$ cat config.mk
export PLATFORM = sky130hd
export DESIGN_NAME = sram_bus_target_flat
export DESIGN_NICKNAME = d
export VERILOG_FILES = /design/src/rtl/sram_bus_target_if.sv /design/src/rtl/sram_bus_target.sv /design/src/flat_wrapper.sv
export SDC_FILE = /design/constraint.sdc
export NUM_CORES = 1
export LEC_CHECK = 0
export CORE_MARGIN = 2
export CORE_UTILIZATION = 30
export DETAILED_ROUTE_END_ITERATION = 7
export PLACE_DENSITY = 0.65
export SYNTH_ARGS = -nofsm -noshare
export SYNTH_HDL_FRONTEND = slang
export SYNTH_SLANG_ARGS = --single-unit
$ cat constraint.sdc
create_clock -name clock -period 5.7 [get_ports clock]
set_clock_uncertainty 0.2 [all_clocks]
set_input_delay 1.71 -clock clock [delete_from_list [all_inputs] [get_ports clock]]
set_output_delay 1.71 -clock clock [all_outputs]
set_load 0.02 [all_outputs]
$ cat src/rtl/sram_bus_target_if.sv
// sram_bus_target_if: multiplexed-address SRAM bus between an initiator and a responder.
//   sram_cen      chip enable, active-low
//   sram_ale      2'b10 = address high byte, 2'b01 = address low byte + adrh
//   sram_rdn      read strobe, active-low
//   sram_wdn      write strobe, active-low
//   sram_adrh     high address bits, valid in the ALE=01 cycle
//   sram_wda      initiator-driven bus: address bytes, then write data
//   sram_bus_oen  1 = initiator has released the bus for a read
//   sram_rd       read data returned by the responder
//   sram_rd_oe    drive enable for sram_rd
// Modports: master = initiator side, slave = responder side.
interface sram_bus_target_if #(
    parameter int unsigned ADRH_W = 4
);
    logic              sram_cen;
    logic [1:0]        sram_ale;
    logic              sram_rdn;
    logic              sram_wdn;
    logic [ADRH_W-1:0] sram_adrh;
    logic [7:0]        sram_wda;
    logic              sram_bus_oen;
    logic [7:0]        sram_rd;
    logic              sram_rd_oe;

    modport master (
        output sram_cen, sram_ale, sram_rdn, sram_wdn, sram_adrh, sram_wda, sram_bus_oen,
        input  sram_rd, sram_rd_oe
    );

    modport slave (
        input  sram_cen, sram_ale, sram_rdn, sram_wdn, sram_adrh, sram_wda, sram_bus_oen,
        output sram_rd, sram_rd_oe
    );
endinterface

$ cat src/rtl/sram_bus_target.sv
// sram_bus_target: responder end of the multiplexed-address SRAM bus. Decodes the two ALE
// address phases, then services one read or write strobe against a synchronous memory with
// one cycle of read latency.
// Ports:
//   clock, reset_n   clock and synchronous active-low reset
//   bus              SRAM bus (slave modport)
//   mem_addr         backing memory address {adrh, hi, lo}
//   mem_rd_en        backing memory read request, data on mem_rdata next cycle
//   mem_wr_en        backing memory write strobe
//   mem_wd           backing memory write data
//   mem_rdata        backing memory read data
//   rd_count         completed reads (wraps)
//   wr_count         completed writes (wraps)
//   proto_err        sticky protocol-violation flag
module sram_bus_target #(
    parameter int unsigned ADRH_W = 4,
    parameter int unsigned CNT_W  = 16
) (
    input  logic                clock,
    input  logic                reset_n,
    sram_bus_target_if.slave    bus,
    output logic [ADRH_W+15:0]  mem_addr,
    output logic                mem_rd_en,
    output logic                mem_wr_en,
    output logic [7:0]          mem_wd,
    input  logic [7:0]          mem_rdata,
    output logic [CNT_W-1:0]    rd_count,
    output logic [CNT_W-1:0]    wr_count,
    output logic                proto_err
);

    typedef enum logic [1:0] {StIdle, StHi, StLo, StDone} state_e;

    state_e              r_state;
    state_e              w_state_nxt;
    logic [7:0]          r_hi_lat;
    logic [7:0]          r_lo_lat;
    logic [ADRH_W-1:0]   r_adrh_lat;
    logic [7:0]          r_rd_hold;
    logic [CNT_W-1:0]    r_rd_count;
    logic [CNT_W-1:0]    r_wr_count;
    logic                r_proto_err;

    logic w_hi_ld;
    logic w_prefetch;
    logic w_rd_acc;
    logic w_wr_acc;
    logic w_err_set;
    logic w_strobe;

    assign w_strobe = !bus.sram_rdn || !bus.sram_wdn;

    always_comb begin
        w_state_nxt = r_state;
        w_hi_ld     = 1'b0;
        w_prefetch  = 1'b0;
        w_rd_acc    = 1'b0;
        w_wr_acc    = 1'b0;
        w_err_set   = 1'b0;
        if (bus.sram_cen) begin
            w_state_nxt = StIdle;
        end else begin
            // A strobe before the address is complete is a violation; in DONE a strobe
            // still held over from the serviced access is simply ignored.
            if (w_strobe && (r_state == StIdle || r_state == StHi)) begin
                w_err_set = 1'b1;
            end
            if (bus.sram_ale == 2'b10) begin
                w_hi_ld     = 1'b1;
                w_state_nxt = StHi;
            end else if (bus.sram_ale == 2'b11) begin
                w_err_set   = 1'b1;
                w_state_nxt = StIdle;
            end else begin
                unique case (r_state)
                    StIdle: ;
                    StHi: begin
                        if (bus.sram_ale == 2'b01) begin
                            // Read speculatively so data is ready in the strobe cycle.
                            w_prefetch  = 1'b1;
                            w_state_nxt = StLo;
                        end else begin
                            w_err_set   = 1'b1;
                            w_state_nxt = StIdle;
                        end
                    end
                    StLo: begin
                        w_state_nxt = StDone;
                        unique case ({bus.sram_rdn, bus.sram_wdn})
                            2'b01:   w_rd_acc  = 1'b1;
                            2'b10:   w_wr_acc  = 1'b1;
                            2'b00:   w_err_set = 1'b1;
                            default: ;
                        endcase
                    end
                    StDone: ;
                endcase
            end
        end
    end

    always_ff @(posedge clock) begin
        if (!reset_n) begin
            r_state     <= StIdle;
            r_hi_lat    <= '0;
            r_lo_lat    <= '0;
            r_adrh_lat  <= '0;
            r_rd_hold   <= '0;
            r_rd_count  <= '0;
            r_wr_count  <= '0;
            r_proto_err <= 1'b0;
        end else begin
            r_state <= w_state_nxt;
            if (w_hi_ld) begin
                r_hi_lat <= bus.sram_wda;
            end
            if (w_prefetch) begin
                r_lo_lat   <= bus.sram_wda;
                r_adrh_lat <= bus.sram_adrh;
            end
            if (w_rd_acc) begin
                r_rd_hold  <= mem_rdata;
                r_rd_count <= r_rd_count + CNT_W'(1);
            end
            if (w_wr_acc) begin
                r_wr_count <= r_wr_count + CNT_W'(1);
            end
            if (w_err_set) begin
                r_proto_err <= 1'b1;
            end
        end
    end

    always_comb begin
        if (w_prefetch) begin
            mem_addr = {bus.sram_adrh, r_hi_lat, bus.sram_wda};
        end else begin
            mem_addr = {r_adrh_lat, r_hi_lat, r_lo_lat};
        end
    end

    // Reset gates the strobes combinationally so a write in flight is dropped.
    assign mem_rd_en      = w_prefetch && reset_n;
    assign mem_wr_en      = w_wr_acc && reset_n;
    assign mem_wd         = bus.sram_wda;
    assign bus.sram_rd    = (r_state == StLo && !bus.sram_rdn) ? mem_rdata : r_rd_hold;
    assign bus.sram_rd_oe = bus.sram_bus_oen && !bus.sram_rdn && !bus.sram_cen && reset_n;
    assign rd_count       = r_rd_count;
    assign wr_count       = r_wr_count;
    assign proto_err      = r_proto_err;

endmodule

$ cat src/flat_wrapper.sv
// flat-port wrapper written by rule: the top's interface ports become plain ports
module sram_bus_target_flat 
#(
    parameter int unsigned ADRH_W = 4,
    parameter int unsigned CNT_W  = 16
)
  (clock, reset_n, mem_addr, mem_rd_en, mem_wr_en, mem_wd, mem_rdata, rd_count, wr_count, proto_err, bus_sram_cen, bus_sram_ale, bus_sram_rdn, bus_sram_wdn, bus_sram_adrh, bus_sram_wda, bus_sram_bus_oen, bus_sram_rd, bus_sram_rd_oe);
  sram_bus_target_if #(.ADRH_W(ADRH_W)) bus_i ();
  input  logic clock;
  input  logic reset_n;
  output logic [ADRH_W+15:0] mem_addr;
  output logic mem_rd_en;
  output logic mem_wr_en;
  output logic [7:0] mem_wd;
  input  logic [7:0] mem_rdata;
  output logic [CNT_W-1:0] rd_count;
  output logic [CNT_W-1:0] wr_count;
  output logic proto_err;
  input wire logic [$bits(bus_i.sram_cen)-1:0] bus_sram_cen;
  input wire logic [$bits(bus_i.sram_ale)-1:0] bus_sram_ale;
  input wire logic [$bits(bus_i.sram_rdn)-1:0] bus_sram_rdn;
  input wire logic [$bits(bus_i.sram_wdn)-1:0] bus_sram_wdn;
  input wire logic [$bits(bus_i.sram_adrh)-1:0] bus_sram_adrh;
  input wire logic [$bits(bus_i.sram_wda)-1:0] bus_sram_wda;
  input wire logic [$bits(bus_i.sram_bus_oen)-1:0] bus_sram_bus_oen;
  output wire logic [$bits(bus_i.sram_rd)-1:0] bus_sram_rd;
  output wire logic [$bits(bus_i.sram_rd_oe)-1:0] bus_sram_rd_oe;
  assign bus_i.sram_cen = bus_sram_cen;
  assign bus_i.sram_ale = bus_sram_ale;
  assign bus_i.sram_rdn = bus_sram_rdn;
  assign bus_i.sram_wdn = bus_sram_wdn;
  assign bus_i.sram_adrh = bus_sram_adrh;
  assign bus_i.sram_wda = bus_sram_wda;
  assign bus_i.sram_bus_oen = bus_sram_bus_oen;
  assign bus_sram_rd = bus_i.sram_rd;
  assign bus_sram_rd_oe = bus_i.sram_rd_oe;
  sram_bus_target #(.ADRH_W(ADRH_W), .CNT_W(CNT_W)) u_core (.clock(clock), .reset_n(reset_n), .bus(bus_i), .mem_addr(mem_addr), .mem_rd_en(mem_rd_en), .mem_wr_en(mem_wr_en), .mem_wd(mem_wd), .mem_rdata(mem_rdata), .rd_count(rd_count), .wr_count(wr_count), .proto_err(proto_err));
endmodule
==> Yosys cells after proc, flatten, opt, wreduce, memory -nomap -nowiden <==
Index checks and enable logic that the tools add are counted.
{ "word_totals": {"regBits": 63, "input_bits": 28} }
{ "classes": {"add_sub_neg": 2, "n_eq_ne": 7, "muxes": 30, "bitwise_logic": 1, "n_reduce_logical": 18} }
{ "op_table": {"columns": ["cell", "count"], "rows": [
  ["16-bit by 1-bit adder with 16-bit output, second input constant", 2],
  ["1-bit 2-to-1 mux", 25],
  ["20-bit 2-to-1 mux", 1],
  ["2-bit equality test, second input constant", 4],
  ["8-bit 2-to-1 mux", 1],
  ["1-bit logical AND", 7],
  ["2-bit by 1-bit equality test with 1-bit output, second input constant", 3],
  ["2-bit logical NOT", 2],
  ["2-bit one-hot mux with 2 select lines", 1],
  ["4-bit nonzero test", 1],
  ["4-bit OR reduction", 1],
  ["1-bit logical NOT", 3],
  ["1-bit logical OR", 2],
  ["2-bit 2-to-1 mux", 1],
  ["1-bit one-hot mux with 2 select lines", 1],
  ["2-bit nonzero test", 1],
  ["2-bit OR reduction", 1],
  ["1-bit NOT", 1]
]} }

==> Logic depth before layout (Yosys ltp) <==
{ "depth": {"depth_word": 9, "mapped_depth": 8} }

==> Worst setup path before layout <==
Ideal clock, no wire load.
{ "synth_path": {"path_kind": "input to output", "start": "in bus_sram_ale[1]", "end": "out mem_addr[16]", "arrival_ns": 3.071, "required_ns": 3.790, "slack_ns": 0.719, "path_stages": 6, "cell_sequence": "buf_6 -> nor2_1 -> and3_1 -> buf_2 -> buf_2 -> mux2_1"} }
{ "synth_via": {"elab_chain_cells": 7, "elab_cells_between_ends": 9} }
{ "synth_lines": {"columns": ["element", "line_no", "source"], "rows": [
  ["from (decl)", "flat_wrapper.sv:20", "input wire logic [$bits(bus_i.sram_ale)-1:0] bus_sram_ale;"],
  ["2-bit by 1-bit equality test with 1-bit output", "sram_bus_target.sv:78", "if (bus.sram_ale == 2'b01) begin"],
  ["1-bit 2-to-1 mux", "sram_bus_target.sv:78", null],
  ["1-bit 2-to-1 mux", "sram_bus_target.sv:75", "unique case (r_state)"],
  ["1-bit 2-to-1 mux", "sram_bus_target.sv:71", "end else if (bus.sram_ale == 2'b11) begin"],
  ["1-bit 2-to-1 mux (*)", "sram_bus_target.sv:68", "if (bus.sram_ale == 2'b10) begin"],
  ["1-bit 2-to-1 mux (*)", "sram_bus_target.sv:60", "if (bus.sram_cen) begin"],
  ["20-bit 2-to-1 mux (*)", "sram_bus_target.sv:135", "if (w_prefetch) begin"],
  ["to (decl)", "flat_wrapper.sv:11", "output logic [ADRH_W+15:0] mem_addr;"]
]} }
Mark *: on every way between the ends. The rest lies on a longest branch, timed or not.

==> Final worst setup path <==
{ "layout_path": {"start": "in bus_sram_ale[1]", "end": "out mem_addr[4]"} }
The elaborated chain is that of the path after synthesis.

==> results by group <==
Status
  • Status: completed

Clock tree
  • Number of post-CTS setup repair buffers: 0
  • Clk Latency, worst-skew pair: 0.34 ns
  • Clock input transition at the sequential cells of the worst setup and hold paths: 0.07 ns
  • Buffer type at the clock tree root: sky130_fd_sc_hd__clkbuf_8
  • Clock tree from TritonCTS: done
  • Buffers from clock root to sink, at most: 2
  • Number of CTS-inserted buffers: 9
  • Number of buffers inserted for hold repair after clock tree synthesis: 0
  • Total of cells resized after clock tree synthesis: 0
  • Number of H-tree levels: 3
  • Clk sinks: 63

STA
  • Final WS setup: ~0.15 ns
  • RSZ-0062 raised after global routing: false
  • Maximum clock frequency: 180.3 MHz
  • Portion of the clock cycle consumed by the worst path in the final layout: 97.29%
  • Final-report setup violation count: 0
  • Relative slew margins: a little over two fifths
  • Minimum clock period after layout: 5.545 ns
  • Post-route setup TNS: 0 ns
  • Transition time of the tightest slew-check pin: between 0.8 and 0.9 ns
  • Fin. max-slew vios: 0
  • Number of hold-slack violations in the final timing report: 0

Drt
  • Detailed-routed wire length on met3: 521 µm
  • Number of antenna-violating nets in the routed design: 0
  • Routed wire per std cell: 12.79 µm
  • Routed length on met2: 3152 µm
  • Number of vias in the routed layout: 2,680
  • Total DRC errors in the routed layout: 0
  • Wire length reported by the detailed router: 7100 µm
  • M1 wire length: 3268 µm
  • Top layer used by detailed routing: met4
  • Number of iterations in the first detailed-routing pass: 4
  • Detailed router's first-iteration violation count: 87
  • Detailed-route vias per instance: 4.829

Logic synthesis
  • Synthesized cell area: between 2000 and 3000 µm²
  • Sequential element share of the synthesized area: 43.47%
  • Largest cells by area after synthesis: sky130_fd_sc_hd__dfxtp_1 (43%), sky130_fd_sc_hd__a21oi_1 (5.0%), sky130_fd_sc_hd__mux2_2 (4.7%), sky130_fd_sc_hd__nand2_1 (4.1%), sky130_fd_sc_hd__and2_1 (3.2%)
  • Fraction of synthesized cell area taken by the top area cell type: 43.47%
  • Cell type with the highest aggregate area in the netlist: sky130_fd_sc_hd__dfxtp_1
  • Synth warn: 0
  • Synthesized net count: roughly 360
  • Predominant post-synthesis flop cell: sky130_fd_sc_hd__dfxtp_1
  • Number of flip-flops and latches in the synthesized netlist: 63
  • Count of unique library cells instantiated by Yosys: 40
  • Number of enable-type register cells in the synthesized netlist: 0
  • Async set-reset flop share out of synthesis: 0%
  • Average footprint of a synthesized cell: 8.900 µm²
  • Gate count after technology mapping: ~330

Placement
  • Placer's final routability congestion estimate: 0.7748
  • # port buffers: 99
  • Area after DPL: 4011 µm²
  • Detailed Place HPWL: 5156 µm
  • Minimum setup slack after placement: 0.1691 ns

Critical path
  • Flop2flop setup slack: 3.28 ns
  • Data arrival time of the critical path: between 3 and 4 ns
  • Data required time of the critical path: roughly 3.8 ns
  • Critical setup path kind: in -> out
  • Top fanout value on the critical path: 13
  • CP endpoint kind: output port
  • Category of the worst setup path launch point: input port

Hold path
  • Hold crit path type: reg -> reg

Die
  • Area enclosed by the die boundary: 10,470 µm²
  • Number of rows created at floorplan: 35
  • Die width: 102.3 µm
  • Initial standard-cell utilization of the core: between 30% and 40%
  • Standard cell core area: 9328 µm²
  • Number of primary I/O pins: 100
  • Die span in y: 102.3 µm

Final layout
  • Fraction of final layout cells with drive strength greater than 1: 9.624%
  • Sequential Area: 1261 µm²
  • Area growth, synth to finish: 46.23%
  • Final #Nets: 454
  • Filler Cell Count: approximately 900
  • Total area of multi-input combinational cells: 1465 µm²
  • Antenna Diode Count: 0
  • Final non-filler cell area: 4243 µm²

Job
  • Number of violations of the max-capacitance limit: 0

Global route
  • Number of global-route vias before repair: around 2,500
  • Sum of overflow across all layers after global routing: 0
  • Wire length of the first global-routing pass: 11,940 µm
  • Pin count of the biggest net entering global routing: 38
  • Initial antenna violation count: 0
  • Global Route Usage Sum: 14.42%

Pwr
  • Largest vdd supply drop: 0.0001115 V
  • PwrDens: between 200 and 250 nW/µm²
  • Leakage: between 1 and 1.5 nW
## through the flow
stage	utilization [%]	hold WS (ns)	total power, W	instances
2_1_floorplan	-	0.2338	0.0004884	326
3_3_place_gp	43.00	0.2407	0.0005283	539
3_5_place_dp	43.00	0.2487	0.0005291	539
4_1_cts	45.49	0.2620	0.0009845	555
5_1_grt	45.49	0.2901	0.001007	555
6_report	45.49	0.2653	0.0009635	555
## registers in the layout, summed over array words and instances, names as in the netlist
register and flops:
u_core.r_state 2, u_core.r_lo_lat 8, u_core.r_hi_lat 8, u_core.wr_count 16
u_core.rd_count 16, u_core.r_adrh_lat 4, u_core.proto_err 1, u_core.r_rd_hold 8
## critical path, cell delays in order
cell and delay [ns]:
sky130_fd_sc_hd__clkdlybuf4s50_1 0.42, sky130_fd_sc_hd__nor2_1 0.21, sky130_fd_sc_hd__and3_1 0.24, sky130_fd_sc_hd__buf_12 0.15, sky130_fd_sc_hd__mux2_1 0.34, sky130_fd_sc_hd__clkdlybuf4s50_1 0.55
## per-layer routing
layer  global-route usage, %  vias to the layer above
li1                        -                     1337
met1                   17.89                     1240
met2                   23.53                       90
met3                   4.241                       13
met4                   5.744                        0
met5                       0                        -
## cells in the final DEF, fill, tap and decap left out, drive strengths merged, types with 12 or more instances in the layout
| master | netlist | final |
|---|---|---|
| nor2 | 24 | 24 |
| dfxtp | 63 | 63 |
| clkdlybuf4s50 | 0 | 99 |
| o21ai | 12 | 12 |
| mux2 | 20 | 20 |
| inv | 12 | 12 |
| nand2 | 32 | 32 |
| and2 | 15 | 15 |
| a21oi | 29 | 29 |
## path summary, 6_finish.rpt
check | start | endpoint | cells after the start
setup / recovery | bus_sram_ale[1] | mem_addr[4] | 6
hold / removal | u_core.r_rd_hold[1] | u_core.r_rd_hold[1] | 2
setup reg to reg | u_core.r_state[0] | u_core.rd_count[13] | 6
hold reg to reg | u_core.r_rd_hold[1] | u_core.r_rd_hold[1] | 2
## cell families after synthesis
logic type	synth area share [%]
AOI/OAI and AO/OA	11.00
xor gates and xnor gates	3.018
adders and majority gates	2.156
buffers and inverters	6.209
DFF	43.47
muxes	10.52
and+or+nand+nor	23.63
## where the power goes
| group | internal (W) | total (W) | switching (W) |
|---|---|---|---|
| Clock | 0.000269 | 0.000445 | 0.000176 |
| Sequential | 0.000443 | 0.000445 | 0.00000180 |
| Combinational | 0.0000384 | 0.0000731 | 0.0000347 |
## cells in the mapped netlist (2+ instances only)
cell                        n
sky130_fd_sc_hd__ha_1       5
sky130_fd_sc_hd__xnor2_1    4
sky130_fd_sc_hd__nand3_1   10
sky130_fd_sc_hd__mux2_2    12
sky130_fd_sc_hd__buf_1      2
sky130_fd_sc_hd__and4_1     2
sky130_fd_sc_hd__nand2_1   32
sky130_fd_sc_hd__nor2_1    24
sky130_fd_sc_hd__and3_1     5
sky130_fd_sc_hd__nand4_1   11
sky130_fd_sc_hd__buf_2      3
sky130_fd_sc_hd__or3_1      8
sky130_fd_sc_hd__and2_1    15
sky130_fd_sc_hd__or4_1     11
sky130_fd_sc_hd__mux2i_1    8
sky130_fd_sc_hd__a21oi_1   29
sky130_fd_sc_hd__inv_1     12
sky130_fd_sc_hd__clkbuf_1  11
sky130_fd_sc_hd__o31ai_1    9
sky130_fd_sc_hd__xor2_1     6
sky130_fd_sc_hd__mux2_1     8
sky130_fd_sc_hd__dfxtp_1   63
sky130_fd_sc_hd__buf_4      8
sky130_fd_sc_hd__o21ai_0   12
## area by class of cell
class / instances / share of cell area (%)
flip-flops and latches: 63 / 29.73
inverters: 12 / 1.062
multi-input cells: 226 / 34.53
well taps: 129 / 3.804
clock buffers: 11 / 3.568
clock inverters: 5 / 1.887
repair buffers: 109 / 25.42
No activity file was read; power rests on OpenSTA's default activity.
==> edit, RTL diff (config.mk and constraints unchanged) <==
`ADRH_W` is set to 4 in 3 places; all go to 3.
--- a/src/rtl/sram_bus_target_if.sv
+++ b/src/rtl/sram_bus_target_if.sv
@@ -10,7 +10,7 @@
 //   sram_rd_oe    drive enable for sram_rd
 // Modports: master = initiator side, slave = responder side.
 interface sram_bus_target_if #(
-    parameter int unsigned ADRH_W = 4
+    parameter int unsigned ADRH_W = 3
 );
     logic              sram_cen;
     logic [1:0]        sram_ale;
--- a/src/rtl/sram_bus_target.sv
+++ b/src/rtl/sram_bus_target.sv
@@ -13,7 +13,7 @@
 //   wr_count         completed writes (wraps)
 //   proto_err        sticky protocol-violation flag
 module sram_bus_target #(
-    parameter int unsigned ADRH_W = 4,
+    parameter int unsigned ADRH_W = 3,
     parameter int unsigned CNT_W  = 16
 ) (
     input  logic                clock,
--- a/src/flat_wrapper.sv
+++ b/src/flat_wrapper.sv
@@ -1,7 +1,7 @@
 // flat-port wrapper written by rule: the top's interface ports become plain ports
 module sram_bus_target_flat 
 #(
-    parameter int unsigned ADRH_W = 4,
+    parameter int unsigned ADRH_W = 3,
     parameter int unsigned CNT_W  = 16
 )
   (clock, reset_n, mem_addr, mem_rd_en, mem_wr_en, mem_wd, mem_rdata, rd_count, wr_count, proto_err, bus_sram_cen, bus_sram_ale, bus_sram_rdn, bus_sram_wdn, bus_sram_adrh, bus_sram_wda, bus_sram_bus_oen, bus_sram_rd, bus_sram_rd_oe);
Ports: changed (resized bus_sram_adrh and mem_addr); port bits go from 100 to 98. The function was not compared with the original's and may differ.
==> edit against the original RTL <==
- power is 8.3% lower
- global-route usage is 0.21 points higher
- worst setup slack worse by 0.0092 ns
- wire length is 3.9% higher
- die area is 0.54% lower
- synthesized area is 0.56% lower
- sequential cell count is 1 lower
- cell area is 1.8% lower
- synthesized cell count is 0.61% lower
- utilization is 0.59 points lower
- via count is 4.0% lower
- register-to-register slack better by 0.08 ns
- critical endpoint is now mem_addr[5]
- largest power group unchanged
==> edit: results (changes against the original RTL) <==
Status
  – Outcome: completed

Synthesis
  – Synth Area per Inst: 8.91 um^2 (about the same)
  – Commonest cells in the netlist: 62 x dfxtp_1, 34 x nor2_1, 31 x nand2_1, 21 x xnor2_1, 19 x mux2_2
  – Syn Nets: 356 (-0.84%)
  – Seq/Total Area, Yosys: 43.0% (-0.45 points)
  – Yosys cell types: 36 (-10%)
  – Largest cells by area after synthesis: dfxtp_1 43%, mux2_2 7.4%, xnor2_1 6.4%

Hold path
  – HP Start: u_core.r_rd_hold[2]
  – Hold Path Class: flop to flop
  – Hold EP: u_core.r_rd_hold[2]

Finish
  – Non-clock buffer area fraction after layout: 25.2% (-0.20 points)
  – Seq. cell area: 0.00124 mm^2 (-1.6%)
  – # fillers: 917 (-0.43%)
  – Non-CTS inverters: 11 (-1)
  – Multi-input gates: 228 (+0.88%)
  – Buffers, non-clock: 106 (-2.8%)
  – Finished layout cell area: 0.00417 mm^2 (-1.8%)
  – Non-Filler Instances: 552 (-0.54%)
  – Nets: 450 (-0.88%)
  – Share of cells above drive strength 1: 10.9% (+1.3 points)
  – CLK BUF: 12 (+1)
  – Fraction of area in multi-input gates: 35.8% (+1.2 points)
  – Clk cell area share: 4.38% (-1.1 points)

Power and ir drop
  – Seq pwr: 438 uW (-2%)
  – Pint: 677 uW (-9.9%)
  – Leak Pwr: 1.43 nW (-4.5%)
  – P_comb: 75.4 uW (+3.1%)
  – Tot Pwr: 884 uW (-8.3%)
  – Worst vdd ir: 0.000121 V (+8.5%)

Detailed routing
  – Vias per Instance: 4.66 (-3.5%)
  – Iter 0 DRT Violations: 105 (+21%)
  – Routed WL: 7.37 mm (+3.9%)

Place
  – Placed instance count: 536 (-0.56%)
  – Routability cong.: 0.785 (+1.3%)
  – # port buffers: 97 (-2.0%)
  – Pre-CTS setup slack: 0.158 ns (-0.0108 ns)
  – Placed instance area: 0.00399 mm^2 (-0.66%)
  – Post-DP HPWL: 5.33 mm (+3.4%)

Global routing
  – Gr usage total: 14.6% (+0.21 points)
  – First-pass GRT wire length: 12.0 mm (+0.58%)
  – Vias in the first global route: 2538 (+0.039%)
  – Largest net degree at the start of global routing: 46 (+21%)

Worst setup path
  – Flop2flop setup slack: 3.36 ns (+0.08 ns)
  – Crit-path leading delay family: buffers and inverters
  – CP Max Fanout: 12 (-1)
  – Worst setup path end: mem_addr[5]

STA
  – Max_slew headroom: 36.7% (-5.5 points)
  – Worst setup slack after layout: 0.145 ns (-0.00922 ns)

Floorplanning
  – Core Area: 0.00928 mm^2 (-0.47%)
==> edit: cell types whose count changed after synthesis, moves of 5 or more <==
cell,delta
xnor2_1,+17
a21oi_1,-14
or4_1,-11
nor2_1,+10
nor4_1,+10
nor3_1,+9
o31ai_1,-9
mux2_1,-8
mux2_2,+7
xor2_1,-6
mux2i_1,+5
nand2b_1,+5
o21ai_0,-5
==> edit: layer usage <==
| layer | GRT usage, % | routed length [um] | up-vias |
|---|---|---|---|
| met4 | 4.72 | 80 | 0 |
| met1 | 17.8 | 3370 | 1210 |
| met2 | 24.3 | 3510 | 66 |
| met3 | 5.06 | 405 | 8 |
| li1 | - | - | 1289 |
| met5 | 0 | 0 | - |
==> edit: logic make-up after synthesis <==
group | after synthesis | synth area share [%]
AO/OA/AOI/OAI | 26 | 5.03
AND/OR/NAND/NOR | 144 | 26.0
adder cells (fa/ha/maj) | 5 | 2.17
XOR/XNOR | 21 | 6.37
multiplexers | 32 | 11.9
flip-flops | 62 | 43.0
buffers and inverters | 34 | 5.51
